**src/rtl/prog_loader.sv**
```systemverilog
// prog_loader: loads a length-prefixed byte stream into instruction memory as little-endian
// 32-bit words, holding the core in reset meanwhile. Define PROG_CHECKSUM_EN for a trailing XOR checksum byte.
module prog_loader #(
  parameter int ADDR_W      = 8,
  parameter int TIMEOUT_CYC = 100000
) (
  input  logic              clk,
  input  logic              reset,
  input  logic              start,
  input  logic              s_valid,
  input  logic [7:0]        s_data,
  output logic              s_ready,
  output logic              mem_we,
  output logic [ADDR_W-1:0] mem_addr,
  output logic [31:0]       mem_wdata,
  output logic              cpu_hold,
  output logic              busy,
  output logic              done,
  output logic              err,
  output logic [ADDR_W:0]   words_loaded
);

  localparam int              TO_W    = $clog2(TIMEOUT_CYC + 1);
  localparam logic [TO_W-1:0] TO_LAST = TO_W'(TIMEOUT_CYC - 1);

  typedef enum logic [2:0] {
    ST_IDLE, ST_LEN, ST_DATA, ST_CSUM, ST_FLUSH, ST_DONE, ST_ERR
  } state_t;

  state_t            state_r, state_n;
  logic              s_ready_r, mem_we_r, cpu_hold_r, busy_r, done_r, err_r;
  logic [ADDR_W-1:0] mem_addr_r, word_idx_r;
  logic [31:0]       mem_wdata_r;
  logic [ADDR_W:0]   words_loaded_r;
  logic [23:0]       word_buf_r;
  logic [7:0]        len_r;
  logic [1:0]        byte_idx_r;
  logic [TO_W-1:0]   to_cnt_r;
  logic              hs_s, timeout_s, last_word_s, start_ok_s;

`ifdef PROG_CHECKSUM_EN
  logic [7:0] csum_r;

  function automatic logic [7:0] csum_fold(input logic [7:0] acc, input logic [7:0] b);
    return acc ^ b;
  endfunction
`endif

  assign hs_s        = s_valid & s_ready_r;
  assign timeout_s   = ~hs_s & (to_cnt_r == TO_LAST);
  assign last_word_s = (byte_idx_r == 2'd3) &&
                       ((word_idx_r + ADDR_W'(1'b1)) == ADDR_W'(len_r));
  assign start_ok_s  = (state_r == ST_IDLE) & start;

  // State register
  always_ff @(posedge clk) begin
    if (reset) state_r <= ST_IDLE;
    else       state_r <= state_n;
  end

  // Next-state logic; a handshake always wins over an expiring timeout
  always_comb begin
    state_n = state_r;
    case (state_r)
      ST_IDLE: begin
        if (start) state_n = ST_LEN;
        else       state_n = ST_IDLE;
      end
      ST_LEN: begin
        if (hs_s) begin
          if (s_data == 8'h00) state_n = ST_ERR;
          else                 state_n = ST_DATA;
        end else if (timeout_s) begin
          state_n = ST_ERR;
        end else begin
          state_n = ST_LEN;
        end
      end
      ST_DATA: begin
        if (hs_s && last_word_s) begin
`ifdef PROG_CHECKSUM_EN
          state_n = ST_CSUM;
`else
          state_n = ST_FLUSH;
`endif
        end else if (timeout_s) begin
          state_n = ST_ERR;
        end else begin
          state_n = ST_DATA;
        end
      end
      ST_CSUM: begin
`ifdef PROG_CHECKSUM_EN
        if (hs_s) begin
          if (s_data == csum_r) state_n = ST_DONE;
          else                  state_n = ST_ERR;
        end else if (timeout_s) begin
          state_n = ST_ERR;
        end else begin
          state_n = ST_CSUM;
        end
`else
        state_n = ST_IDLE;
`endif
      end
      ST_FLUSH: state_n = ST_DONE;
      ST_DONE:  state_n = ST_IDLE;
      ST_ERR:   state_n = ST_IDLE;
      default:  state_n = ST_IDLE;
    endcase
  end

  // Stall counter: runs only while waiting for bytes, cleared by every handshake
  always_ff @(posedge clk) begin
    if (reset) begin
      to_cnt_r <= '0;
    end else if (hs_s || !(state_r inside {ST_LEN, ST_DATA, ST_CSUM})) begin
      to_cnt_r <= '0;
    end else begin
      to_cnt_r <= to_cnt_r + TO_W'(1'b1);
    end
  end

  // Byte packing and memory write port; first byte lands in the LSB
  always_ff @(posedge clk) begin
    if (reset) begin
      mem_we_r       <= 1'b0;
      mem_addr_r     <= '0;
      mem_wdata_r    <= 32'h0000_0000;
      words_loaded_r <= '0;
      word_buf_r     <= 24'h00_0000;
      len_r          <= 8'h00;
      byte_idx_r     <= 2'd0;
      word_idx_r     <= '0;
    end else begin
      mem_we_r <= 1'b0;
      if (start_ok_s) words_loaded_r <= '0;
      if (hs_s && state_r == ST_LEN) begin
        len_r      <= s_data;
        byte_idx_r <= 2'd0;
        word_idx_r <= '0;
      end
      if (hs_s && state_r == ST_DATA) begin
        word_buf_r <= {s_data, word_buf_r[23:8]};
        byte_idx_r <= byte_idx_r + 2'd1;
        if (byte_idx_r == 2'd3) begin
          mem_we_r       <= 1'b1;
          mem_addr_r     <= word_idx_r;
          mem_wdata_r    <= {s_data, word_buf_r};
          word_idx_r     <= word_idx_r + ADDR_W'(1'b1);
          words_loaded_r <= words_loaded_r + (ADDR_W + 1)'(1'b1);
        end
      end
    end
  end

`ifdef PROG_CHECKSUM_EN
  // Running XOR of the length byte and all data bytes
  always_ff @(posedge clk) begin
    if (reset) begin
      csum_r <= 8'h00;
    end else if (hs_s && state_r == ST_LEN) begin
      csum_r <= s_data;
    end else if (hs_s && state_r == ST_DATA) begin
      csum_r <= csum_fold(csum_r, s_data);
    end
  end
`endif

  // Session status; cpu_hold is only released by a clean finish or reset
  always_ff @(posedge clk) begin
    if (reset) begin
      s_ready_r  <= 1'b0;
      busy_r     <= 1'b0;
      done_r     <= 1'b0;
      err_r      <= 1'b0;
      cpu_hold_r <= 1'b0;
    end else begin
      s_ready_r <= state_n inside {ST_LEN, ST_DATA, ST_CSUM};
      busy_r    <= state_n inside {ST_LEN, ST_DATA, ST_CSUM, ST_FLUSH};
      if (start_ok_s) begin
        done_r     <= 1'b0;
        err_r      <= 1'b0;
        cpu_hold_r <= 1'b1;
      end else if (state_n == ST_DONE) begin
        done_r     <= 1'b1;
        cpu_hold_r <= 1'b0;
      end else if (state_n == ST_ERR) begin
        err_r <= 1'b1;
      end
    end
  end

  assign s_ready      = s_ready_r;
  assign mem_we       = mem_we_r;
  assign mem_addr     = mem_addr_r;
  assign mem_wdata    = mem_wdata_r;
  assign cpu_hold     = cpu_hold_r;
  assign busy         = busy_r;
  assign done         = done_r;
  assign err          = err_r;
  assign words_loaded = words_loaded_r;

endmodule

```
**config.mk**
```make
export PLATFORM = sky130hd
export DESIGN_NAME = prog_loader
export DESIGN_NICKNAME = d
export VERILOG_FILES = /design/src/rtl/prog_loader.sv
export SDC_FILE = /design/constraint.sdc
export NUM_CORES = 1
export LEC_CHECK = 0
export CORE_UTILIZATION = 35
export DETAILED_ROUTE_END_ITERATION = 8
export HOLD_SLACK_MARGIN = 0.08
export SLEW_MARGIN = 10
export SYNTH_ARGS = -nofsm -noshare
export SYNTH_HDL_FRONTEND = slang
export SYNTH_SLANG_ARGS = --single-unit
export TNS_END_PERCENT = 100
```
**constraint.sdc**
```tcl
create_clock -name clk -period 4.3 [get_ports clk]
set_input_delay 0.645 -clock clk [delete_from_list [all_inputs] [get_ports clk]]
set_output_delay 0.645 -clock clk [all_outputs]
set_load 0.01 [all_outputs]
```
==> results of run 1 <==
[power groups by stage]
stage	clock network, uW	registers, uW	logic [uW]
final	1440	1100	76.4
after global routing	1510	1100	84.6
after CTS	1460	1100	76.7
after detailed placement	0	1120	76.5
after global placement	0	1120	75.5
after floorplan	0	1120	50.8
[sequential cells by signal, indices dropped and copies added (netlist names)]
| name | count |
|---|---|
| busy | 1 |
| mem_addr | 8 |
| done | 1 |
| words_loaded | 9 |
| mem_we | 1 |
| mem_wdata | 32 |
| len_r | 8 |
| cpu_hold | 1 |
| word_idx_r | 8 |
| word_buf_r | 24 |
| s_ready | 1 |
| to_cnt_r | 17 |
| state_r | 3 |
| byte_idx_r | 2 |
| err | 1 |
[synthesized netlist by cell type (2+ instances only)]
library cell,instances,area share [%]
mux2i_1,8,1.7
a21oi_1,87,9.2
nor2b_1,2,0.26
nor4_1,6,0.79
nand3b_1,3,0.48
and3_1,4,0.53
buf_4,2,0.32
o211ai_1,2,0.32
nand2_1,153,12
clkbuf_1,28,2.2
or2_2,3,0.40
xor2_1,14,2.6
dfxtp_1,117,50
inv_1,2,0.16
o21ai_0,14,1.5
nand3_1,15,1.6
nor3_1,6,0.64
or3_1,6,0.79
a211oi_1,3,0.48
buf_2,3,0.32
or4_1,2,0.32
and2_1,2,0.26
nand4_1,6,0.79
ha_1,4,1.1
clkbuf_8,2,0.58
nor2_1,57,4.5
xnor2_1,11,2.0
[per-stage QoR]
step | hold WS (ns) | util (%) | cell area [um^2] | power (uW)
5_1_grt | 0.4736 | 45.95 | 6061 | 2697
6_report | 0.4534 | 45.95 | 6061 | 2612
2_1_floorplan | 0.4264 | - | 4727 | 1169
4_1_cts | 0.4509 | 45.95 | 6061 | 2635
3_5_place_dp | 0.4444 | 41.34 | 5453 | 1197
3_3_place_gp | 0.4395 | 41.34 | 5453 | 1196
[cells in the final DEF, fill, tap and decap left out, types with 6 or more instances in the layout]
| cell type | instances |
|---|---|
| nand3_1 | 14 |
| nor4_1 | 6 |
| or3_1 | 6 |
| mux2i_1 | 8 |
| xor2_1 | 14 |
| nand4_1 | 6 |
| nand2_1 | 153 |
| o21ai_0 | 14 |
| a21oi_1 | 87 |
| nor2_1 | 57 |
| xnor2_1 | 11 |
| dfxtp_1 | 117 |
| clkbuf_16 | 17 |
| nor3_1 | 6 |
| clkdlybuf4s50_1 | 65 |
[how the worst max path moves through the flow]
stage | to | slack, ns | start
5_1_grt | word_idx_r[2]$_SDFF_PP0_ | 1.59 | s_valid
3_3_place_gp | words_loaded[7]$_SDFF_PP0_ | 1.38 | s_valid
6_report | word_idx_r[2]$_SDFF_PP0_ | 1.75 | s_valid
3_5_place_dp | words_loaded[8]$_SDFF_PP0_ | 1.33 | s_valid
4_1_cts | word_idx_r[2]$_SDFF_PP0_ | 1.75 | s_valid
2_1_floorplan | mem_wdata[19]$_SDFFE_PP0P_ | 2.35 | s_valid
[cells by family (layout without fill, tap and decap cells)]
kind of cell	count (synthesis)	after routing	share of synthesized area, %
XOR/XNOR	25	25	4.632
AND/OR/NAND/NOR	275	275	25.65
adder cells (fa/ha/maj)	4	4	1.059
flip-flops	117	117	49.55
AO/OA/AOI/OAI	115	115	13.26
multiplexers	9	9	1.932
buffers and inverters	39	103	3.917
[critical path: stages]
cell,delay [ns]
clkdlybuf4s50_1,0.49
and2_1,0.28
nand3_2,0.52
buf_4,0.45
or3_1,0.34
a21oi_1,0.15
[layer usage]
metal | GRT usage [%] | wire length, um | vias up
met5 | 0 | 0 | -
met4 | 7.131 | 184 | 0
met3 | 5.068 | 428 | 18
met2 | 25.66 | 4870 | 89
met1 | 21.54 | 5369 | 1886
li1 | - | - | 2058
[final cells by class]
cell class / instances / area (um^2)
multi-input combinational: 428 / 2205
clock buffer: 20 / 456.7
clock inverter: 12 / 151.4
fill: 1296 / 7129
inverter: 2 / 7.507
tap: 176 / 220.2
sequential: 117 / 2342
timing repair buffer: 69 / 678.2
==> reports/metrics.cfg, run 1 <==
[run_status]
status=completed

[pwr]
power.leakage_uw=0.002088
p_comb_share_pct=2.9
intPower_uw=2059
ir_drop_uv=205.6
power_frac_clock_pct=55.0
power.switching_uw=552.8
p_per_area_nw_per_um2=431.0
sequentialPowerShare_pct=42.0
netSwitchingFraction_pct=21.16

[setup_path]
r2r_slack_ns=1.90
cp_max_fo=35
end_kind=flip-flop
crit_type=in -> reg
arrival_ns=2.89
r2r-start=word_idx_r[0]$_SDFF_PP0_
critPathLaunchType=input pin
worstReg2RegEnd=err$_SDFFE_PP0P_
reg2reg_depth=7
critPathRequiredTime_ns=4.63

[clock_network]
cts_tree=yes
clkSlewWorstSetupHoldPaths_ns=0.05
cts_hold_buf=0
worstSkewPairLatency_ns=0.42
cts_setup_buffers=0
cts_max_path_buffers=2
ctsHtreeMaxLevel=4
cts_made_buffers=17
cts_resized=0
clkSinkCount=117
cts-root-buf=clkbuf_16

[floorplan]
fp.dieW_um=118.2
start_util_pct=35.84
core-area_um2=13190
num_io_pins=67
dieArea_um2=13970
die_h_um=118.2
rows=42

[route]
ant_nets=0
num_vias=4051
vias_per_cell=4.916
finalWirelength_um=10850
drtPass1Iterations=5
drc=0
drtIter0Drc=236
wl_per_cell_um=13.17

[global_routing]
grt_pass1_wl_um=18570
grt-ovfl-total=0
grt_use_total_pct=16.67
grt_max_degree=66
antenna_found_initial=0
grt_pass1_vias=3832

[sta]
clock.fmax_mhz=391.6
setup_ws_ns=1.746
fin_crit_sh_pct=59.39
timing.slew.headroom_pct=42.82
hold_viol_final=0
rsz0062_at_grt=false
drv_slew=0
finalCriticalPeriod_ns=2.554
finClkSkew_ns=0.007484
worstMarginPinSlew_ns=0.8577
tns_ns=0
setup_viol=0

[logic_synthesis]
synth_edf_count=0
async_flop_share_pct=0
syn_inst=584
syn_nets=600
ys.flop_type=dfxtp_1
yosys.cell_types.count=49
ys.warnings.count=0
ys_ff_latch=117
ys_seq_area_share_pct=49.55
syn_avg_cell_area_um2=8.094
netlist_area_um2=4727

[hold_path]
hold_path.class=reg -> reg
worstHoldEndpoint=mem_wdata[1]$_SDFFE_PP0P_
hold_start=word_buf_r[1]$_SDFFE_PP0P_
whs_path_depth=2

[placed_design]
dp_hpwl_um=7325
io_buffers=66
dp_slack_ns=1.326
numPlacedInstances=792
place_congestion=0.8002

[finish]
nNetsFinal=651
final_cell_count_no_fill=824
area_delta_synth_final_pct=28.22
insertedDiodeCount=0
layout-drive-gt1-share_pct=7.407

[run]
cap_violations=0

Note: power is estimated with default switching activity, not from simulation.
==> run 2: changes to the inputs <==
==> constraint.sdc (replaced) <==
create_clock -name clk -period 2.26 [get_ports clk]
set_input_delay 0.339 -clock clk [delete_from_list [all_inputs] [get_ports clk]]
set_output_delay 0.339 -clock clk [all_outputs]
set_load 0.01 [all_outputs]
==> run 2 against run 1 <==
  * Critical path depth is 2 higher
  * Sequential power is 90% higher
  * Sequential share of layout area is 1.1 points lower
  * Non-clock buffer count is 20 higher
  * Clock skew is 0.0032 ns higher
  * Wire length is 5.1% higher
  * Worst setup slack worse by 1.6 ns
  * Die area stayed put
  * First-iteration DRC count is 11% higher
  * Power is 88% higher
  * Via count is 3.5% higher
  * Largest cell class unchanged
==> reports/metrics.cfg, run 2 (same netlist as run 1, synthesis figures left out) <==
[run_status]
status=completed  ; unchanged

[floorplan]
num_io_pins=67  ; unchanged
dieArea_um2=13970  ; unchanged
rows=42  ; unchanged
fp.dieW_um=118.2  ; unchanged
start_util_pct=35.84  ; unchanged
core-area_um2=13190  ; unchanged
die_h_um=118.2  ; unchanged

[setup_path]
worstPathBufferInverterCount=2  ; unchanged
cpPeakStageDelay_ns=0.51  ; was 0.52 ns
crit_chain=nand4_1 -> buf_4 -> nor2_1 -> xnor2_1 -> a2111oi_2 -> buf_4 -> a41o_1 -> nor4b_1  ; was clkdlybuf4s50_1 -> and2_1 -> nand3_2 -> buf_4 -> or3_1 -> a21oi_1
critPathLaunchType=flip-flop  ; was input pin
cp_slowest_cell=dfxtp_1  ; was nand3_2
cp_max_fo=8  ; was 35
critical-path-top-delay-family=simple AND/OR/NAND/NOR gates  ; unchanged
end_kind=flip-flop  ; unchanged
crit_type=reg -> reg  ; was in -> reg
path_common_cell=buf_4
reg2reg_depth=8  ; was 7
critPathRequiredTime_ns=2.58  ; was 4.63 ns
arrival_ns=2.43  ; was 2.89 ns
cp_num_cells=8  ; was 6

[sta]
clock.fmax_mhz=474.9
fin_crit_sh_pct=93.18
timing.slew.headroom_pct=68.12  ; was 42.82%
holdWs_ns=0.4517  ; was 0.4534 ns
hold_viol_final=0  ; unchanged
tns_ns=0  ; unchanged
drv_slew=0  ; unchanged
worstMarginPinSlew_ns=0.4772  ; was 0.8577 ns
rsz0062_at_grt=false  ; unchanged
setup_viol=0  ; unchanged
finalCriticalPeriod_ns=2.106
finClkSkew_ns=0.01067  ; was 0.007484 ns

[route]
wl_per_cell_um=13.51  ; was 13.17 um
num_vias=4194  ; was 4051
ant_nets=0  ; unchanged
vias_per_cell=4.969  ; was 4.916
drc=0  ; unchanged
drtIter0Drc=263  ; was 236
drtPass1Iterations=5  ; unchanged
finalWirelength_um=11400  ; was 10850 um

[pwr]
power.leakage_uw=0.002184  ; was 0.002088 uW
power.total_uw=4918  ; was 2612 uW
ir_drop_uv=465.7  ; was 205.6 uV
p_per_area_nw_per_um2=788.0  ; was 431.0 nW/um^2

[finish]
nFillCells=1285  ; was 1296
insertedDiodeCount=0  ; unchanged
layout_commonest_cell=nand2_1  ; unchanged
final_cell_count_no_fill=844  ; was 824
nNetsFinal=671  ; was 651
layout-drive-gt1-share_pct=10.48  ; was 7.407%
layout_common_cells=nand2_1, dfxtp_1, a21oi_1, clkdlybuf4s50_1, nor2_1  ; unchanged
finish.utilization_pct=47.32  ; was 45.95%
largest_register_ffs=32  ; unchanged
area_delta_synth_final_pct=32.03  ; was 28.22%

[clock_network]
worstSkewPairLatency_ns=0.42  ; about the same
clkSinkCount=117  ; unchanged
clkSlewWorstSetupHoldPaths_ns=0.06  ; was 0.05 ns
ctsHtreeMaxLevel=4  ; unchanged
cts_tree=yes  ; unchanged
cts_max_path_buffers=2  ; unchanged
cts_hold_buf=0  ; unchanged
cts_made_buffers=17  ; unchanged
cts-root-buf=clkbuf_16  ; unchanged

[global_routing]
grt_pass1_wl_um=18810  ; was 18570 um
grt_max_degree=101  ; was 66
grt_pass1_vias=3853  ; was 3832
antenna_found_initial=0  ; unchanged
grt-ovfl-total=0  ; unchanged
grt_use_total_pct=17.03  ; was 16.67%

[placed_design]
io_buffers=66  ; unchanged
dp_hpwl_um=7641  ; was 7325 um
place_congestion=0.8110  ; was 0.8002
numPlacedInstances=812  ; was 792

[run]
cap_violations=0  ; unchanged

[hold_path]
whs_path_depth=2  ; unchanged
hold_path.class=reg -> reg  ; unchanged

run 2: cell count changes in the layout (fill, tap and decap cells not counted), moves of 3 or more:
cell      previous run  this run
clkinv_2             4         1
buf_12               0         3
buf_4                3        20
clkinv_4             1         4
run 2: path summary, 6_finish.rpt:
path	slack, ns	endpoint	start
worst max register to register	0.15	s_ready$_SDFF_PP0_	word_idx_r[3]$_SDFF_PP0_
worst min-delay path	0.45	mem_wdata[8]$_SDFFE_PP0P_	mem_wdata[8]$_SDFFE_PP0P_
worst min register to register	0.45	mem_wdata[8]$_SDFFE_PP0P_	mem_wdata[8]$_SDFFE_PP0P_
worst max-delay path	0.15	s_ready$_SDFF_PP0_	word_idx_r[3]$_SDFF_PP0_
run 2: layer usage:
layer	part of all wire, %	vias up	global-route usage [%]	routed length (um)
met5	0	-	0	0
met4	1.8	0	7.853	208
met3	4.3	18	5.598	493
met2	47	84	26.25	5345
met1	47	1977	21.48	5355
li1	-	2115	-	-
run 2: timing repair:
action,in CTS,in global routing
resized for setup,0,2
endpoints found under the setup margin,0,3
endpoints found under the hold margin,0,0
setup buffers,0,0
run 2: final cells by class:
type,instances,area [um^2],share of cell area (%)
Sequential cell,117,2342,37.53
Inverter,2,7.507,0.1203
Tap cell,176,220.2,3.528
Multi-Input combinational cell,428,2213,35.47
Clock buffer,19,442.9,7.097
Clock inverter,13,148.9,2.386
Timing Repair Buffer,89,865.8,13.87
run 2: per-stage QoR:
| step | worst slack, ns | cell area (um^2) |
|---|---|---|
| final | 0.1542 | 6241 |
| after global routing | 0.008322 | 6241 |
| after CTS | 0.08129 | 6232 |
| after detailed placement | 0.04553 | 5640 |
| after global placement | 0.07261 | 5640 |
| after floorplan | 0.3293 | 4727 |
run 2: where the power goes:
| group | internal, uW | switching (uW) |
|---|---|---|
| clock | 1660 | 1000 |
| sequential | 2080 | 12.6 |
| combinational | 69.1 | 97.3 |
| total | 3810 | 1110 |
run 2: worst reg2reg max path, cell delays in order (launching register included):
cell and delay [ns]:
dfxtp_1 0.51, nand4_1 0.20, buf_4 0.19, nor2_1 0.18
xnor2_1 0.18, a2111oi_2 0.06, buf_4 0.16, a41o_1 0.26
nor4b_1 0.28
==> run 3: changes to the inputs <==
--- a/config.mk
+++ b/config.mk
@@ -5,9 +5,11 @@
 export SDC_FILE = /design/constraint.sdc
 export NUM_CORES = 1
 export LEC_CHECK = 0
+export CORE_MARGIN = 2
 export CORE_UTILIZATION = 35
 export DETAILED_ROUTE_END_ITERATION = 8
 export HOLD_SLACK_MARGIN = 0.08
+export PLACE_DENSITY_LB_ADDON = 0.1
 export SLEW_MARGIN = 10
 export SYNTH_ARGS = -nofsm -noshare
 export SYNTH_HDL_FRONTEND = slang
==> run 3 against run 2 <==
  * Combinational power hardly changed
  * Register-to-register slack better by 0.06 ns
  * Utilization is 0.066 points higher
  * Worst hold slack worse by 0.0012 ns
  * Global-route usage is 0.46 points higher
  * Non-clock buffer count is 7 higher
  * Count of clock-buffer cells in the layout is 7 higher
  * Via count is 2.7% lower
  * Sequential share of layout area is 0.053 points lower
  * Wire length is 3.6% higher
  * Sequential cell count stayed put
  * Critical endpoint is now err$_SDFFE_PP0P_
  * Largest cell class unchanged
  * Highest routed layer unchanged
==> reports/metrics.cfg, run 3 (same netlist as run 1, synthesis figures left out) <==
[route]
vias_per_cell=4.808  ; was 4.969
num_vias=4082  ; was 4194
finalWirelength_um=11810  ; was 11400 um
wl_per_cell_um=13.91  ; was 13.51 um
drtPass1Iterations=4  ; was 5
drtIter0Drc=273  ; was 263
ant_nets=0  ; unchanged
drc=0  ; unchanged

[sta]
clock.fmax_mhz=489.6  ; was 474.9 MHz
finalCriticalPeriod_ns=2.042  ; was 2.106 ns
rsz0062_at_grt=false  ; unchanged
setup_ws_ns=0.2177  ; was 0.1542 ns
worstMarginPinSlew_ns=0.4240  ; was 0.4772 ns
fin_crit_sh_pct=90.37  ; was 93.18%
setup_viol=0  ; unchanged
timing.slew.headroom_pct=71.47  ; was 68.12%
finClkSkew_ns=0.01219  ; was 0.01067 ns
hold_viol_final=0  ; unchanged
drv_slew=0  ; unchanged
tns_ns=0  ; unchanged

[setup_path]
critPathLaunchType=flip-flop  ; unchanged
cp_max_fo=6  ; was 8
r2r-start=word_idx_r[0]$_SDFF_PP0_  ; was word_idx_r[3]$_SDFF_PP0_
end_kind=flip-flop  ; unchanged
r2r_slack_ns=0.22  ; was 0.15 ns
worstReg2RegEnd=err$_SDFFE_PP0P_  ; was s_ready$_SDFF_PP0_
reg2reg_depth=8  ; unchanged
critPathRequiredTime_ns=2.56  ; was 2.58 ns
crit_type=reg -> reg  ; unchanged
crit_start=word_idx_r[0]$_SDFF_PP0_  ; was word_idx_r[3]$_SDFF_PP0_
arrival_ns=2.34  ; was 2.43 ns

[finish]
layout_common_cells=nand2_1, dfxtp_1, a21oi_1, clkdlybuf4s50_1, nor2_1  ; unchanged
largest_register_ffs=32  ; unchanged
layout_commonest_cell=nand2_1  ; unchanged
insertedDiodeCount=0  ; unchanged
nFillCells=1293  ; was 1285
final_cell_count_no_fill=849  ; was 844
finish.utilization_pct=47.38  ; was 47.32%
area_delta_synth_final_pct=32.21  ; was 32.03%
nNetsFinal=678  ; was 671
ff_latch_area_um2=2342  ; unchanged
layout-drive-gt1-share_pct=10.25  ; was 10.48%
multi_input_area_um2=2205  ; was 2213 um^2

[clock_network]
ctsHtreeMaxLevel=4  ; unchanged
worstSkewPairLatency_ns=0.42  ; about the same
cts_setup_buffers=0  ; unchanged
cts_resized=0  ; unchanged
cts_max_path_buffers=2  ; unchanged
cts_tree=yes  ; unchanged
clkSlewWorstSetupHoldPaths_ns=0.05  ; was 0.06 ns
cts_made_buffers=17  ; unchanged
clkSinkCount=117  ; unchanged
cts-root-buf=clkbuf_16  ; unchanged
cts_hold_buf=0  ; unchanged

[placed_design]
dp_hpwl_um=8209  ; was 7641 um
numPlacedInstances=819  ; was 812
place_congestion=0.8049  ; was 0.8110
io_buffers=66  ; unchanged
dp_slack_ns=0.1063  ; was 0.04553 ns

[run_status]
status=completed  ; unchanged

[hold_path]
whs_path_depth=2  ; unchanged
worstHoldEndpoint=mem_wdata[20]$_SDFFE_PP0P_  ; was mem_wdata[8]$_SDFFE_PP0P_
hold_path.class=reg -> reg  ; unchanged
hold_start=mem_wdata[20]$_SDFFE_PP0P_  ; was mem_wdata[8]$_SDFFE_PP0P_

[floorplan]
start_util_pct=35.84  ; unchanged
die_h_um=120.2  ; was 118.2 um
core-area_um2=13190  ; unchanged
rows=42  ; unchanged
dieArea_um2=14450  ; was 13970 um^2
num_io_pins=67  ; unchanged
fp.dieW_um=120.2  ; was 118.2 um

[pwr]
ir_drop_uv=439.1  ; was 465.7 uV
power.total_uw=4832  ; was 4918 uW
power.leakage_uw=0.002210  ; was 0.002184 uW
p_per_area_nw_per_um2=773.1  ; was 788.0 nW/um^2

[global_routing]
antenna_found_initial=0  ; unchanged
grt_pass1_wl_um=19920  ; was 18810 um
grt_pass1_vias=4019  ; was 3853
grt-ovfl-total=0  ; unchanged
grt_use_total_pct=17.48  ; was 17.03%
grt_max_degree=101  ; unchanged

[run]
cap_violations=0  ; unchanged

run 3: changes by cell type in the layout (fill, tap and decap cells not counted), moves of 3 or more:
cell,previous run,this run
clkinvlp_4,3,0
buf_4,20,28
clkbuf_8,1,4
inv_6,3,0
clkbuf_1,1,5
clkinv_4,4,0
run 3: area by class of cell:
type,instances,share of cell area [%]
Timing Repair Buffer,96,14.49
Sequential cell,117,37.48
Multi-Input combinational cell,428,35.28
Clock buffer,26,7.988
Clock inverter,4,1.121
Tap cell,176,3.524
Inverter,2,0.1201
run 3: stage by stage:
stage / hold slack (ns) / instance area [um^2]
finish: 0.4505 / 6250
global route: 0.4619 / 6250
CTS: 0.4545 / 6250
detailed placement: 0.4485 / 5680
global placement: 0.4412 / 5680
floorplan: 0.4264 / 4727
run 3: where the power goes:
part           internal [uW]  total [uW]  switching (uW)  leakage, uW
Clock                   1720        2570             853     0.000280
Combinational           69.0         168            98.5     0.000986
Sequential              2080        2090            12.8     0.000943
run 3: how the worst max path moves through the flow:
stage | cells past startpoint | to
3_5_place_dp | 7 | words_loaded[8]$_SDFF_PP0_
5_1_grt | 7 | state_r[2]$_SDFF_PP0_
3_3_place_gp | 7 | words_loaded[8]$_SDFF_PP0_
6_report | 8 | err$_SDFFE_PP0P_
2_1_floorplan | 7 | err$_SDFFE_PP0P_
4_1_cts | 8 | err$_SDFFE_PP0P_
run 3: per-layer routing:
metal	GRT usage, %	vias up	part of all wire [%]
met3	5.094	7	4.3
li1	-	2126	-
met5	0	-	0
met2	26.81	65	46
met4	6.395	0	1.1
met1	23.40	1884	49
run 3: critical path: stages, from the launching register on:
cell     delay [ns]
dfxtp_1        0.32
ha_1           0.28
inv_1          0.12
nor2_1         0.08
and3_2         0.21
nor4_1         0.42
buf_4          0.20
a31oi_2        0.10
a22o_1         0.21
